**config.mk**
```make
export PLATFORM = sky130hd
export DESIGN_NAME = pc_fetch_unit
export DESIGN_NICKNAME = d
export VERILOG_FILES = /design/src/rtl/cpu_pkg.sv /design/src/rtl/pc_reg.sv /design/src/rtl/pc_fetch_unit.sv
export SDC_FILE = /design/constraint.sdc
export NUM_CORES = 1
export LEC_CHECK = 0
export ABC_CLOCK_PERIOD_IN_PS = 2260
export BUFFER_PORTS_ARGS = -buffer_cell sky130_fd_sc_hd__buf_2
export CAP_MARGIN = 10
export CORE_MARGIN = 2
export CORE_UTILIZATION = 40
export CTS_BUF_LIST = sky130_fd_sc_hd__clkbuf_2 sky130_fd_sc_hd__clkbuf_4 sky130_fd_sc_hd__clkbuf_8
export DETAILED_ROUTE_END_ITERATION = 8
export PLACE_DENSITY_LB_ADDON = 0.2
export REMOVE_ABC_BUFFERS = 1
export SETUP_SLACK_MARGIN = 0.4
export SLEW_MARGIN = 25
export SYNTH_ARGS = -nofsm -noshare
export SYNTH_HDL_FRONTEND = slang
export SYNTH_HIERARCHICAL = 1
export SYNTH_SLANG_ARGS = --single-unit
export TNS_END_PERCENT = 30
```
**constraint.sdc**
```tcl
create_clock -name clk -period 2.26 [get_ports clk]
set_clock_uncertainty 0.05 [all_clocks]
set_input_delay 0.226 -clock clk [delete_from_list [all_inputs] [get_ports clk]]
set_output_delay 0.226 -clock clk [all_outputs]
set_load 0.02 [all_outputs]
```
**src/rtl/cpu_pkg.sv**
```systemverilog
// rtl/cpu_pkg.sv - shared CPU types and constants for the fetch stage
package cpu_pkg;

  localparam int XLEN = 32;

  localparam logic [XLEN-1:0] DEFAULT_RESET_PC = 32'h0000_0000;

  typedef enum logic [1:0] {
    IDLE = 2'd0,
    REQ  = 2'd1,
    HOLD = 2'd2
  } fetch_state_t;

endpackage

```
**src/rtl/pc_reg.sv**
```systemverilog
// rtl/pc_reg.sv - program counter flop with synchronous reset and load enable
module pc_reg
  import cpu_pkg::*;
#(
  parameter logic [XLEN-1:0] RESET_PC = DEFAULT_RESET_PC
) (
  input  logic            clk,
  input  logic            rst,
  input  logic            load,
  input  logic [XLEN-1:0] d,
  output logic [XLEN-1:0] q
);

  always_ff @(posedge clk) begin
    if (rst) begin
      q <= RESET_PC;
    end else if (load) begin
      q <= d;
    end
  end

endmodule

```
**src/rtl/pc_fetch_unit.sv**
```systemverilog
// rtl/pc_fetch_unit.sv - fetch stage: PC, imem req/ack handshake, instruction hand-off to decode
module pc_fetch_unit
  import cpu_pkg::*;
#(
  parameter logic [XLEN-1:0] RESET_PC = DEFAULT_RESET_PC,
  parameter int unsigned     PC_STEP  = 1
) (
  input  logic            clk,
  input  logic            rst,
  input  logic [XLEN-1:0] next_pc,
  input  logic            stall,
  input  logic            flush,
  output logic            imem_req,
  output logic [XLEN-1:0] imem_addr,
  input  logic            imem_ack,
  input  logic [XLEN-1:0] imem_rdata,
  output logic [XLEN-1:0] pc_out,
  output logic [XLEN-1:0] pc_inc,
  output logic [XLEN-1:0] instr_out,
  output logic            instr_valid,
  input  logic            instr_ready
);

  fetch_state_t state;
  logic         active;
  logic         flush_eff;
  logic         accept;
  logic [XLEN-1:0] pc;

  // Flush only counts once the fetch loop is running; IDLE ignores it.
  assign active    = (state == REQ) || (state == HOLD);
  assign flush_eff = flush && active;
  assign accept    = instr_valid && instr_ready && !stall && (state == HOLD);

  pc_reg #(
    .RESET_PC(RESET_PC)
  ) u_pc_reg (
    .clk (clk),
    .rst (rst),
    .load(accept || flush_eff),
    .d   (next_pc),
    .q   (pc)
  );

  assign pc_out    = pc;
  assign imem_addr = pc;
  assign pc_inc    = pc + XLEN'(PC_STEP);

  always_ff @(posedge clk) begin
    if (rst) begin
      state       <= IDLE;
      imem_req    <= 1'b0;
      instr_valid <= 1'b0;
      instr_out   <= '0;
    end else begin
      case (state)
        IDLE: begin
          state       <= REQ;
          imem_req    <= 1'b1;
          instr_valid <= 1'b0;
        end
        REQ: begin
          if (flush_eff) begin
            state       <= REQ;
            imem_req    <= 1'b1;
            instr_valid <= 1'b0;
          end else if (imem_ack) begin
            state       <= HOLD;
            imem_req    <= 1'b0;
            instr_valid <= 1'b1;
            instr_out   <= imem_rdata;
          end
        end
        HOLD: begin
          if (flush_eff || accept) begin
            state       <= REQ;
            imem_req    <= 1'b1;
            instr_valid <= 1'b0;
          end
        end
        default: begin
          state       <= IDLE;
          imem_req    <= 1'b0;
          instr_valid <= 1'b0;
        end
      endcase
    end
  end

endmodule
```
==> results.sh <==
export IMPL_synth_area_um2=3430
export IMPL_fp_dieArea_um2=9331
export IMPL_setup_viol=0
export IMPL_drv_slew=0
export IMPL_port_buffers=199
export IMPL_hold_class="input pin to register"
export IMPL_synthCells=399
export IMPL_finalCriticalPeriod_ns=2.093
export IMPL_yosys_area_share_adder=0.01824
export IMPL_ys_ff_latch=67
export IMPL_hold_viol=0
export IMPL_antenna_found_initial=0
export IMPL_cts_hold_buffers_added=0
export IMPL_whs_ns=0.06495
export IMPL_cts_buffer_depth=2
export IMPL_synth_area_per_cell_um2=8.595
export IMPL_cts_sinks=67
export IMPL_grt_start_max_net_pins=36
export IMPL_synth_simple_area_share=0.2331
export IMPL_root_buffer="clkbuf_8"
export IMPL_ant_nets=0
export IMPL_layout_commonest_cell="buf_2"
export IMPL_outcome="finished clean"
export IMPL_cp_max_fo=5
export IMPL_grt_usage=0.2032
export IMPL_die_w_um=96.60
export IMPL_slew_headroom=0.5759
export IMPL_rsz0062_at_grt="yes"
export IMPL_synth_distinct_cells=33
export IMPL_p_leak_nw=2.723
export IMPL_wl_mm=10.21
export IMPL_drtPass1Iterations=6
export IMPL_synth_xor_area_share=0.07661
export IMPL_vias_per_cell=4.901
export IMPL_io_pin_count=200
export IMPL_worst_pin_slew_ns=0.6362
export IMPL_path_class="register to output port"
export IMPL_clk_insertion_delay_late_ns=0.34
export IMPL_nFillCells=711
export IMPL_final_area_um2=5169
export IMPL_arrival_ns=1.82
export IMPL_fin_nets=675
export IMPL_mostFrequentLayoutCells="182 x buf_2, 73 x nand2_1, 53 x buf_4"
export IMPL_tns_ns=0
export IMPL_cts_tree="done"
export IMPL_end_kind="output port"
export IMPL_num_vias=3480
export IMPL_synth_compound_area_share=0.06312
export IMPL_drc=0
export IMPL_synthToLayoutAreaGrowth_pct=50.71
export IMPL_grt_pass1_vias=3218
export IMPL_place_congestion=0.7876
export IMPL_cap_violations=0
export IMPL_vdd_ir_drop_max_uv=381.9
export IMPL_yosysWarningCount=6
export IMPL_die_y_um=96.60
export IMPL_dp_hpwl_mm=6.742
export IMPL_startpoint_type="register"
export IMPL_muxShareOfSynthArea=0.09632
export IMPL_r2r_slack_ns=0.47
export IMPL_yosysSeqAreaShare=0.3911
export IMPL_required_ns=1.98
export IMPL_first_iter_violations=67
export IMPL_rows=33
export IMPL_synth_top_family_by_area="simple AND/OR/NAND/NOR gates"
export IMPL_cts_buffers=9
export IMPL_routedWlPerCell_um=14.38
export IMPL_initial_core_util=0.4153
export IMPL_period_share=0.9263
export IMPL_core_um2=8258
export IMPL_power_density_nw_per_um2=787.2
export IMPL_diodes=0
export IMPL_grt_pass1_wl_mm=14.67
export IMPL_grt_overflow=0
export IMPL_clkTransAtPathRegs_ns=0.08
export IMPL_place_area_um2=4300
export IMPL_cts_htree_levels=3
export IMPL_final_layout_size_suffix_gt1_frac=0.5372
export IMPL_max_freq_ghz=0.4777
cells in the mapped netlist:
cell type | n | share of area
a211oi_1 | 1 | 0.0022
a21bo_2 | 2 | 0.0058
a21oi_1 | 33 | 0.048
a311oi_1 | 1 | 0.0026
a32oi_1 | 1 | 0.0026
and3_1 | 4 | 0.0073
and3b_1 | 1 | 0.0026
and4_1 | 4 | 0.010
and4_2 | 1 | 0.0029
and4_4 | 1 | 0.0033
buf_12 | 3 | 0.018
buf_2 | 3 | 0.0044
buf_4 | 33 | 0.072
buf_6 | 2 | 0.0066
clkbuf_1 | 13 | 0.014
dfxtp_1 | 67 | 0.39
ha_1 | 5 | 0.018
inv_1 | 6 | 0.0066
mux2i_1 | 33 | 0.096
nand2_1 | 76 | 0.083
nand2_4 | 2 | 0.0066
nand3_1 | 13 | 0.019
nand4_1 | 6 | 0.011
nand4_4 | 1 | 0.0062
nor2_1 | 40 | 0.044
nor3_1 | 7 | 0.010
nor4_1 | 5 | 0.0091
nor4_2 | 1 | 0.0036
nor4_4 | 2 | 0.012
o22ai_1 | 1 | 0.0018
or2_2 | 1 | 0.0018
xnor2_1 | 11 | 0.028
xor2_1 | 19 | 0.049
area by class of cell:
class / count / area [um^2] / share of cell area
clock inverters: 6 / 113.9 / 0.02203
flip-flops and latches: 67 / 1409 / 0.2726
clock buffers: 10 / 131.4 / 0.02542
well taps: 105 / 131.4 / 0.02542
inverters: 6 / 22.52 / 0.004357
repair buffers: 243 / 1434 / 0.2774
multi-input cells: 273 / 1927 / 0.3728
metrics by stage:
step | utilization | power, mW | worst slack (ns) | cells
floorplan | - | 2.253 | -0.2127 | 345
global placement | 0.5208 | 2.750 | 0.2388 | 662
detailed placement | 0.5208 | 2.766 | 0.1413 | 662
CTS | 0.6080 | 4.082 | 0.1969 | 703
global route | 0.6259 | 4.297 | 0.06729 | 710
finish | 0.6259 | 4.069 | 0.1666 | 710
logic make-up after synthesis:
kind of cell,Yosys count
AO/OA/AOI/OAI,39
XOR/XNOR,30
adder cells (fa/ha/maj),5
buffers and inverters,60
AND/OR/NAND/NOR,165
flip-flops,67
multiplexers,33
where the power goes:
group,internal (mW),switching [mW]
logic,0.563,0.856
clock network,0.747,0.472
registers,1.33,0.103
worst max-delay path, cell delays in order, from the launching register on:
cell	delay, ns
dfxtp_4	0.35
and3_4	0.26
nand4_4	0.16
buf_12	0.18
nor3_2	0.16
xor2_1	0.19
buf_4	0.17
metal layers:
metal | up-vias | routed length, um | track usage | share of wire
met4 | 0 | 221 | 0.08803 | 0.022
met2 | 149 | 5074 | 0.3600 | 0.50
li1 | 1706 | - | - | -
met3 | 19 | 877 | 0.06206 | 0.086
met5 | - | 0 | 0 | 0
met1 | 1606 | 4036 | 0.2239 | 0.40
path summary, 6_finish.rpt:
| kind | from | to | cells after the start |
|---|---|---|---|
| worst max-delay path | u_pc_reg/q[6]$_SDFFE_PP0P_ | pc_inc[23] | 6 |
| worst min-delay path | next_pc[12] | u_pc_reg/q[12]$_SDFFE_PP0P_ | 3 |
| worst max register to register | state[0]$_SDFFE_PP0P_ | u_pc_reg/q[21]$_SDFFE_PP0P_ | 7 |
| worst min register to register | instr_out[24]$_SDFFE_PP0P_ | instr_out[24]$_SDFFE_PP0P_ | 2 |
timing repair:
action | 4_1_cts | 5_1_grt
setup endpoints to repair | 27 | 52
setup buffers | 24 | 7
cloned | 1 | 0
pin swaps | 25 | 15
gates resized for setup | 86 | 25
sequential cells by signal, indices dropped and copies added (netlist names):
name         flops
instr_out       32
u_pc_reg/q      32
instr_valid      1
state            2
Power figures use the tool's default switching activity.
